==> config.mk <==
export PLATFORM = sky130hd
export DESIGN_NAME = music_box_player
export DESIGN_NICKNAME = d
export VERILOG_FILES = /design/src/rtl/music_box_player.sv
export SDC_FILE = /design/constraint.sdc
export NUM_CORES = 1
export LEC_CHECK = 0
export BUFFER_PORTS_ARGS = -buffer_cell sky130_fd_sc_hd__buf_2
export CORE_AREA = 4 4 92 111
export DETAILED_ROUTE_END_ITERATION = 16
export DIE_AREA = 0 0 96 115
export SYNTH_ARGS = -nofsm -noshare
export SYNTH_HDL_FRONTEND = slang
export SYNTH_SLANG_ARGS = --single-unit
==> constraint.sdc <==
create_clock -name clk -period 3.2 [get_ports clk]
set_clock_uncertainty 0.15 [all_clocks]
set_input_delay 0 -clock clk [delete_from_list [all_inputs] [get_ports clk]]
set_output_delay 0 -clock clk [all_outputs]
set_load 0.01 [all_outputs]
==> src/rtl/music_box_player.sv <==
// Music-box sequencer: walks a constant song table and drives a note code
// to the buzzer stage, with tempo selection, looping and articulation gaps.
module music_box_player #(
  parameter int unsigned BEAT_CYCLES = 12000000,
  parameter int unsigned GAP_CYCLES  = 480000
) (
  input  logic       clk,
  input  logic       rst_n,
  input  logic       start,
  input  logic       stop,
  input  logic       loop_en,
  input  logic [1:0] tempo_sel,
  output logic [5:0] note,
  output logic       stat,
  output logic       busy,
  output logic       song_end,
  output logic [5:0] note_idx
);

  localparam int unsigned CNT_W  = 26;
  localparam int unsigned NOTE_W = 6;
  localparam int unsigned DUR_W  = 4;
  localparam int unsigned IDX_W  = 6;

  // Fast tempo never drops below one cycle per beat, so the reload value stays valid.
  localparam int unsigned BEAT_HALF = (BEAT_CYCLES / 2 == 0) ? 1 : BEAT_CYCLES / 2;
  localparam int unsigned GAP_LEN   = (GAP_CYCLES == 0) ? 1 : GAP_CYCLES;
  localparam logic [CNT_W-1:0] BEAT_NORM = CNT_W'(BEAT_CYCLES);
  localparam logic [CNT_W-1:0] BEAT_FAST = CNT_W'(BEAT_HALF);
  localparam logic [CNT_W-1:0] BEAT_SLOW = CNT_W'(2 * BEAT_CYCLES);
  localparam logic [CNT_W-1:0] GAP_LAST  = CNT_W'(GAP_LEN - 1);

  typedef struct packed {
    logic [NOTE_W-1:0] pitch;
    logic [DUR_W-1:0]  dur;
  } entry_t;

  typedef enum logic [1:0] {
    ST_IDLE,
    ST_LOAD,
    ST_PLAY,
    ST_GAP
  } state_t;

  // Song table; every entry past the terminator reads as another terminator.
  function automatic entry_t song_rom(input logic [IDX_W-1:0] idx);
    entry_t e;
    case (idx)
      6'd0:    e = '{pitch: 6'd13, dur: 4'd1};
      6'd1:    e = '{pitch: 6'd13, dur: 4'd1};
      6'd2:    e = '{pitch: 6'd20, dur: 4'd1};
      6'd3:    e = '{pitch: 6'd20, dur: 4'd1};
      6'd4:    e = '{pitch: 6'd22, dur: 4'd1};
      6'd5:    e = '{pitch: 6'd22, dur: 4'd1};
      6'd6:    e = '{pitch: 6'd20, dur: 4'd2};
      default: e = '{pitch: 6'd0,  dur: 4'd0};
    endcase
    return e;
  endfunction

  state_t             state, state_n;
  logic [CNT_W-1:0]   cnt, cnt_n;
  logic [CNT_W-1:0]   beat_len, beat_len_n;
  logic [DUR_W-1:0]   beats_left, beats_left_n;
  logic [NOTE_W-1:0]  note_n;
  logic [IDX_W-1:0]   idx_n;
  logic               song_end_n;
  logic               busy_n;
  logic [CNT_W-1:0]   tempo_len;
  entry_t             rom;

  assign rom = song_rom(note_idx);

  always_comb begin
    case (tempo_sel)
      2'd1:    tempo_len = BEAT_FAST;
      2'd2:    tempo_len = BEAT_SLOW;
      default: tempo_len = BEAT_NORM;
    endcase
  end

  // Next-state and next-output logic; cnt counts beat cycles in PLAY and gap cycles in GAP.
  always_comb begin
    state_n      = state;
    cnt_n        = cnt;
    beat_len_n   = beat_len;
    beats_left_n = beats_left;
    note_n       = note;
    idx_n        = note_idx;
    song_end_n   = 1'b0;

    case (state)
      ST_IDLE: begin
        note_n = '0;
        if (start) begin
          state_n = ST_LOAD;
          idx_n   = '0;
        end
      end
      ST_LOAD: begin
        note_n     = '0;
        beat_len_n = tempo_len;
        if (rom.dur != '0) begin
          state_n      = ST_PLAY;
          note_n       = rom.pitch;
          cnt_n        = tempo_len - CNT_W'(1);
          beats_left_n = rom.dur - DUR_W'(1);
        end else if (loop_en && (note_idx != '0)) begin
          state_n = ST_LOAD;
          idx_n   = '0;
        end else begin
          state_n    = ST_IDLE;
          idx_n      = '0;
          song_end_n = 1'b1;
        end
      end
      ST_PLAY: begin
        if (cnt != '0) begin
          cnt_n = cnt - CNT_W'(1);
        end else if (beats_left != '0) begin
          beats_left_n = beats_left - DUR_W'(1);
          cnt_n        = beat_len - CNT_W'(1);
        end else begin
          state_n = ST_GAP;
          note_n  = '0;
          cnt_n   = GAP_LAST;
        end
      end
      ST_GAP: begin
        note_n = '0;
        if (cnt != '0) begin
          cnt_n = cnt - CNT_W'(1);
        end else begin
          state_n = ST_LOAD;
          idx_n   = note_idx + IDX_W'(1);
        end
      end
      default: begin
        state_n = ST_IDLE;
        note_n  = '0;
        idx_n   = '0;
      end
    endcase

    // Abort overrides everything, including a simultaneous start.
    if (stop) begin
      state_n      = ST_IDLE;
      note_n       = '0;
      idx_n        = '0;
      song_end_n   = 1'b0;
      cnt_n        = '0;
      beats_left_n = '0;
    end

    busy_n = (state_n != ST_IDLE);
  end

  always_ff @(posedge clk or negedge rst_n) begin
    if (!rst_n) begin
      state      <= ST_IDLE;
      cnt        <= '0;
      beat_len   <= '0;
      beats_left <= '0;
      note       <= '0;
      stat       <= 1'b0;
      busy       <= 1'b0;
      song_end   <= 1'b0;
      note_idx   <= '0;
    end else begin
      state      <= state_n;
      cnt        <= cnt_n;
      beat_len   <= beat_len_n;
      beats_left <= beats_left_n;
      note       <= note_n;
      stat       <= busy_n;
      busy       <= busy_n;
      song_end   <= song_end_n;
      note_idx   <= idx_n;
    end
  end

endmodule

==> flow_summary.json, run 1 <==
{
  "clk_latency_ns": 0.32,
  "clkTransAtPathRegs_ns": 0.09,
  "die_area_um2": 11040,
  "clkSinkCount": 51,
  "synth-seq-cells": 51,
  "cts_root_buf": "clkbuf_8",
  "gp_congestion": 0.9258,
  "remaining_drc_errors": 0,
  "synth.avg_cell_area_um2": 8.201,
  "critical-path-max-stage-delay_ns": 0.56,
  "rsz0062_at_grt": "no",
  "min_period_ns": 2.788,
  "h-tree-depth": 2,
  "max-clock-path-buffers": 2,
  "drt_iter0_drc": 512,
  "combPwrFrac_pct": 37.6,
  "final_area_um2": 4255,
  "synth_cells": 469,
  "synth_top_family_by_area": "simple AND/OR/NAND/NOR gates",
  "startpoint": "cnt[5]",
  "synthArstFlopShare_pct": 100.0,
  "status": "finished, final reports clean",
  "cp-end-kind": "register",
  "finalWirelength_um": 11530,
  "path_cells": "nor4_4 > nand3_2 > or2_1 > nor3_2 > or3b_1 > a21oi_1",
  "hold_buffers": 3,
  "antenna_found_initial": 0,
  "cts_setup_buffers": 0,
  "synth_edf_count": 0,
  "yosys_warnings": 0,
  "yosys.area.top_type_share_pct": 33.18,
  "finalHoldViolCount": 0,
  "grt-ovfl-total": 0,
  "r2r.worst_path.cells": 6,
  "path_delay_family": "simple AND/OR/NAND/NOR gates",
  "nFillCells": 900,
  "synth_top_area_cell": "dfrtp_1",
  "path_max_fanout": 18,
  "wire_per_inst_um": 18.78,
  "cellPowerDensity_nw_per_um2": 497.5,
  "cp.arrival_ns": 2.88,
  "synth_mux_area_share_pct": 2.407,
  "synthAdderAreaFrac_pct": 6.181,
  "worst-path-buf-inv": 0,
  "final_nets": 519,
  "whs_endpoint": "state[0]",
  "synth-compound-area-share_pct": 24.17,
  "most-common-layout-cells": "51 x o21ai_0, 51 x dfrtp_1, 38 x nor2_1",
  "critical_path_class": "register to register",
  "min_from": "start",
  "setup_tns_ns": 0,
  "fp.dieH_um": 115,
  "first_global_vias": 3778,
  "fp.dieW_um": 96,
  "whs_ns": 0.007968,
  "yosys.area_share.simple_pct": 26.94,
  "synthFlopType": "dfrtp_1",
  "core_um2": 9081,
  "grt_usage_pct": 22.41,
  "cts_tree": "built",
  "fmax_mhz": 358.7,
  "grt_pass1_wl_um": 19220,
  "grt_start_max_net_pins": 33,
  "place_inst": 603,
  "ioPinCount": 22,
  "syn-num-nets": 495,
  "fin_cells": 614,
  "post_cts_resized": 0,
  "synth_xor_area_share_pct": 1.822,
  "drive_gt1_share_pct": 13.77,
  "viasPerCell": 6.218,
  "timing.final.max_slew_violations": 0,
  "required_ns": 3.29,
  "start_kind": "register",
  "antenna_cells": 0,
  "rows": 38,
  "regToRegSetupSlack_ns": 0.41,
  "seq_area_frac_synth_pct": 33.18,
  "switching_share_pct": 40.65,
  "total_power_mw": 2.117,
  "p_leak_nw": 1.820,
  "synth_cell_types": 65,
  "reg2reg_to": "note_idx[5]",
  "initial_utilization_pct": 42.35,
  "numCtsBuffers": 5,
  "port_buffers": 20,
  "syn_to_final_growth_pct": 10.64,
  "dpl_cell_area_um2": 4125,
  "worstMarginPinSlew_ns": 0.8388,
  "finalCritPeriodShare_pct": 87.12,
  "reg2reg_from": "cnt[5]",
  "pwr-share-clk_pct": 19.8,
  "ant_nets": 0,
  "power.net_switching_mw": 0.8606,
  "hold_depth": 4,
  "p_int_mw": 1.256,
  "synthTopCellsByArea": "dfrtp_1 33%, o21ai_0 6.6%, ha_1 6.2%",
  "dr_total_vias": 3818,
  "slowest_stage": "or2_1",
  "drt_first_pass_iters": 8,
  "dp_hpwl_um": 8443,
  "min_path_type": "primary input to register",
  "setup_viol": 0,
  "ir_drop_mv": 0.3334,
  "maxCapViolCount": 0,
  "p_seq_share_pct": 42.6,
  "relSlewSlack_pct": 43.35,
  "syn-cell-area_um2": 3846
}
[state kept, by name (all words and copies together) (netlist names)]
register	flops
busy	1
song_end	1
cnt	26
note	4
state	2
beats_left	4
note_idx	6
beat_len	7
[power by group through the flow]
stage	Clock [mW]	Sequential [mW]	Combinational (mW)
final	0.419	0.903	0.795
after global routing	0.468	0.924	0.879
after CTS	0.442	0.899	0.781
after detailed placement	0	0.911	0.775
after global placement	0	0.907	0.772
after floorplan	0	0.869	0.556
[Yosys cell counts, types with 4 or more instances]
master     count
or2_2          6
xnor2_1        5
o21ai_0       51
mux2i_1        7
nor2_1        38
o2bb2ai_1      8
nand2b_1       8
a21oi_1       34
nor4_1         7
or3_1          7
a211oi_1       5
nand4_1        9
or4_1          6
clkbuf_1      16
inv_1         21
buf_2          4
a31oi_1       12
ha_1          19
nand2_1       31
nand3b_1       4
o31ai_1        4
and3_1         9
nand3_1       12
nor3_1        26
dfrtp_1       51
[cell type report]
class,instances,area [µm²],share of cell area [%]
Timing Repair Buffer,43,280.3,6.586
Inverter,21,78.83,1.852
Multi-Input combinational cell,371,2370,55.69
Clock buffer,8,100.1,2.352
Sequential cell,51,1276,29.99
Tap cell,120,150.1,3.528
[worst max-delay path by stage]
stage | endpoint | cells after the start | slack [ns]
final | note_idx[5] | 6 | 0.41
after global routing | cnt[3] | 7 | 0.14
after CTS | cnt[5] | 6 | 0.40
after detailed placement | cnt[5] | 6 | 0.41
after global placement | note_idx[5] | 8 | 0.49
after floorplan | note_idx[4] | 8 | 0.70
[kinds of logic (layout without fill, tap and decap cells)]
kind of cell | Yosys count | count (layout)
compound gates | 149 | 149
xor+xnor | 8 | 8
other cells | 1 | 1
fa+ha+maj | 19 | 19
buf+inv | 47 | 72
simple gates | 185 | 185
flops | 51 | 51
mux | 9 | 9
[routing by layer]
metal / vias up / wire (µm) / global-route usage, %
met4: 0 / 348 / 9.108
met3: 32 / 809 / 4.188
met1: 1796 / 4925 / 30.32
met2: 210 / 5448 / 35.05
li1: 1780 / - / -
met5: - / 0 / 0
[worst reg2reg max path, cell delays in order (launching register included)]
cell     delay (ns)
dfrtp_1        0.47
nor4_4         0.53
nand3_2        0.20
or2_1          0.56
nor3_2         0.30
or3b_1         0.36
a21oi_1        0.15
[per-stage QoR]
step	util (%)	setup slack [ns]
floorplan	-	0.6960
global placement	45.43	0.4874
detailed placement	45.43	0.4101
CTS	46.86	0.4037
global route	46.86	0.1441
finish	46.86	0.4121
(Power assumes the default switching activity.)
==> run 2, diff against run 1 <==
- CORE_AREA: 4 4 92 111 -> 2 2 90 109
- DIE_AREA: 0 0 96 115 -> 0 0 92 111
==> run 2 against run 1 <==
Sequential power hardly changed; fmax increased by 1.6%; non-clock buffer count stayed put; sequential share of layout area fell by 0.27 points; combinational power is 0.8% higher; sequential cell count unchanged; final area rose by 0.91%; global-route usage increased by 1.3 points; worst hold slack gained 0.017 ns; critical path depth grew 2; wire length shrank 0.72%; worst setup slack better by 0.044 ns; critical path type unchanged.
==> flow_summary.json, run 2 (synthesis results as in run 1) <==
{
  "clk_latency_ns": 0.30,
  "relSlewSlack_pct": 39.58,
  "setup_tns_ns": 0,
  "core_um2": 9271,
  "finalCritPeriodShare_pct": 85.73,
  "cts_tree": "built",
  "finalHoldViolCount": 0,
  "rows": 39,
  "final_area_um2": 4294,
  "ant_nets": 0,
  "total_power_mw": 2.246,
  "clkTransAtPathRegs_ns": 0.07,
  "drive_gt1_share_pct": 13.77,
  "port_buffers": 20,
  "fp.dieW_um": 92,
  "cellPowerDensity_nw_per_um2": 523.0,
  "ir_drop_mv": 0.2782,
  "largest_register_ffs": 26,
  "antenna_found_initial": 0,
  "worstMarginPinSlew_ns": 0.8946,
  "regToRegSetupSlack_ns": 0.46,
  "min_period_ns": 2.743,
  "viasPerCell": 6.211,
  "finalWirelength_um": 11450,
  "setup_viol": 0,
  "dp_hpwl_um": 8482,
  "drt_first_pass_iters": 5,
  "top_regs": "cnt (26), beat_len (7), note_idx (6)",
  "fp.dieH_um": 111,
  "path_cells": "inv_1 > ha_1 > nor4b_4 > nand4_1 > or2_1 > nor3_2 > or3b_1 > a21oi_1",
  "antenna_cells": 0,
  "syn_to_final_growth_pct": 11.65,
  "status": "finished, final reports clean",
  "cp-end-kind": "register",
  "gp_congestion": 0.9162,
  "maxCapViolCount": 0,
  "h-tree-depth": 2,
  "p_leak_nw": 1.837,
  "numCtsBuffers": 5,
  "start_kind": "register",
  "nFillCells": 921,
  "path_max_fanout": 18,
  "max-clock-path-buffers": 2,
  "wire_per_inst_um": 18.56,
  "required_ns": 3.27,
  "remaining_drc_errors": 0,
  "ioPinCount": 22,
  "cts_root_buf": "clkbuf_16",
  "die_area_um2": 10210,
  "cts_setup_buffers": 0,
  "clkSinkCount": 51,
  "slowest_stage": "or2_1",
  "grt_pass1_wl_um": 19400,
  "fmax_mhz": 364.5,
  "grt_usage_pct": 23.68,
  "rsz0062_at_grt": "no",
  "grt_start_max_net_pins": 29,
  "most-common-layout-cells": "51 x o21ai_0, 51 x dfrtp_1, 38 x nor2_1",
  "regMostFlops": "cnt",
  "critical-path-max-stage-delay_ns": 0.52,
  "dpl_cell_area_um2": 4136,
  "drt_iter0_drc": 330,
  "grt-ovfl-total": 0,
  "initial_utilization_pct": 41.48,
  "critical_path_class": "register to register",
  "dr_total_vias": 3832,
  "cp.arrival_ns": 2.81,
  "final_nets": 519,
  "timing.final.max_slew_violations": 0,
  "first_global_vias": 3781,
  "min_path_type": "primary input to register"
}
run 2: changes by cell type in the layout (fill, tap and decap cells not counted), sizes merged:
cell | before | now
clkbuf | 8 | 7
clkinv | 0 | 1
dlygate4sd3 | 3 | 2
buf | 40 | 41
run 2: routing by layer:
| layer | share of wire (%) | track usage (%) | vias to the layer above |
|---|---|---|---|
| li1 | - | - | 1786 |
| met3 | 7.4 | 4.215 | 37 |
| met1 | 41 | 31.20 | 1813 |
| met4 | 3.5 | 9.353 | 0 |
| met2 | 48 | 38.53 | 196 |
| met5 | 0 | 0 | - |
run 2: layout make-up:
class                           instances  area [µm²]  area share [%]
Timing Repair Buffer                   43       277.8           6.469
Multi-Input combinational cell        371        2370           55.19
Sequential cell                        51        1276           29.72
Inverter                               21       78.83           1.836
Clock inverter                          1       5.005          0.1166
Clock buffer                            7       132.6           3.089
Tap cell                              123       153.9           3.584
run 2: worst paths after layout:
check | startpoint | to | cells past startpoint
setup / recovery | cnt[0] | note_idx[5] | 8
hold / removal | start | state[0] | 4
setup reg to reg | cnt[0] | note_idx[5] | 8
max in group asynchronous | rst_n | cnt[10] | 3
min in group asynchronous | rst_n | note[1] | 2
hold reg to reg | cnt[22] | cnt[22] | 1
run 2: power by group:
part           switching (mW)  internal, mW  total, mW
combinational           0.484         0.317      0.801
clock                   0.250         0.290      0.540
sequential              0.155         0.750      0.904
run 2: repair_timing:
item | 4_1_cts | 5_1_grt
gates resized for setup | 0 | 0
endpoints found under the setup margin | 0 | 0
endpoints found under the hold margin | 25 | 0
hold buffers | 2 | 0
run 2: metrics by stage:
step	setup WS, ns	std cells	utilization, %	hold slack (ns)
final	0.4565	617	46.32	0.02479
after global routing	0.1800	617	46.32	0.09102
after CTS	0.4526	617	46.32	0.03797
after detailed placement	0.4567	607	44.62	-0.1207
after global placement	0.5323	607	44.62	-0.1293
after floorplan	0.6960	469	-	-0.4456
run 2: critical path: cells and delay by family (launching register included):
kind            cells  cell delay [ns]
buf+inv             1             0.10
flops               1             0.40
simple gates        5             1.73
fa+ha+maj           1             0.15
compound gates      1             0.15
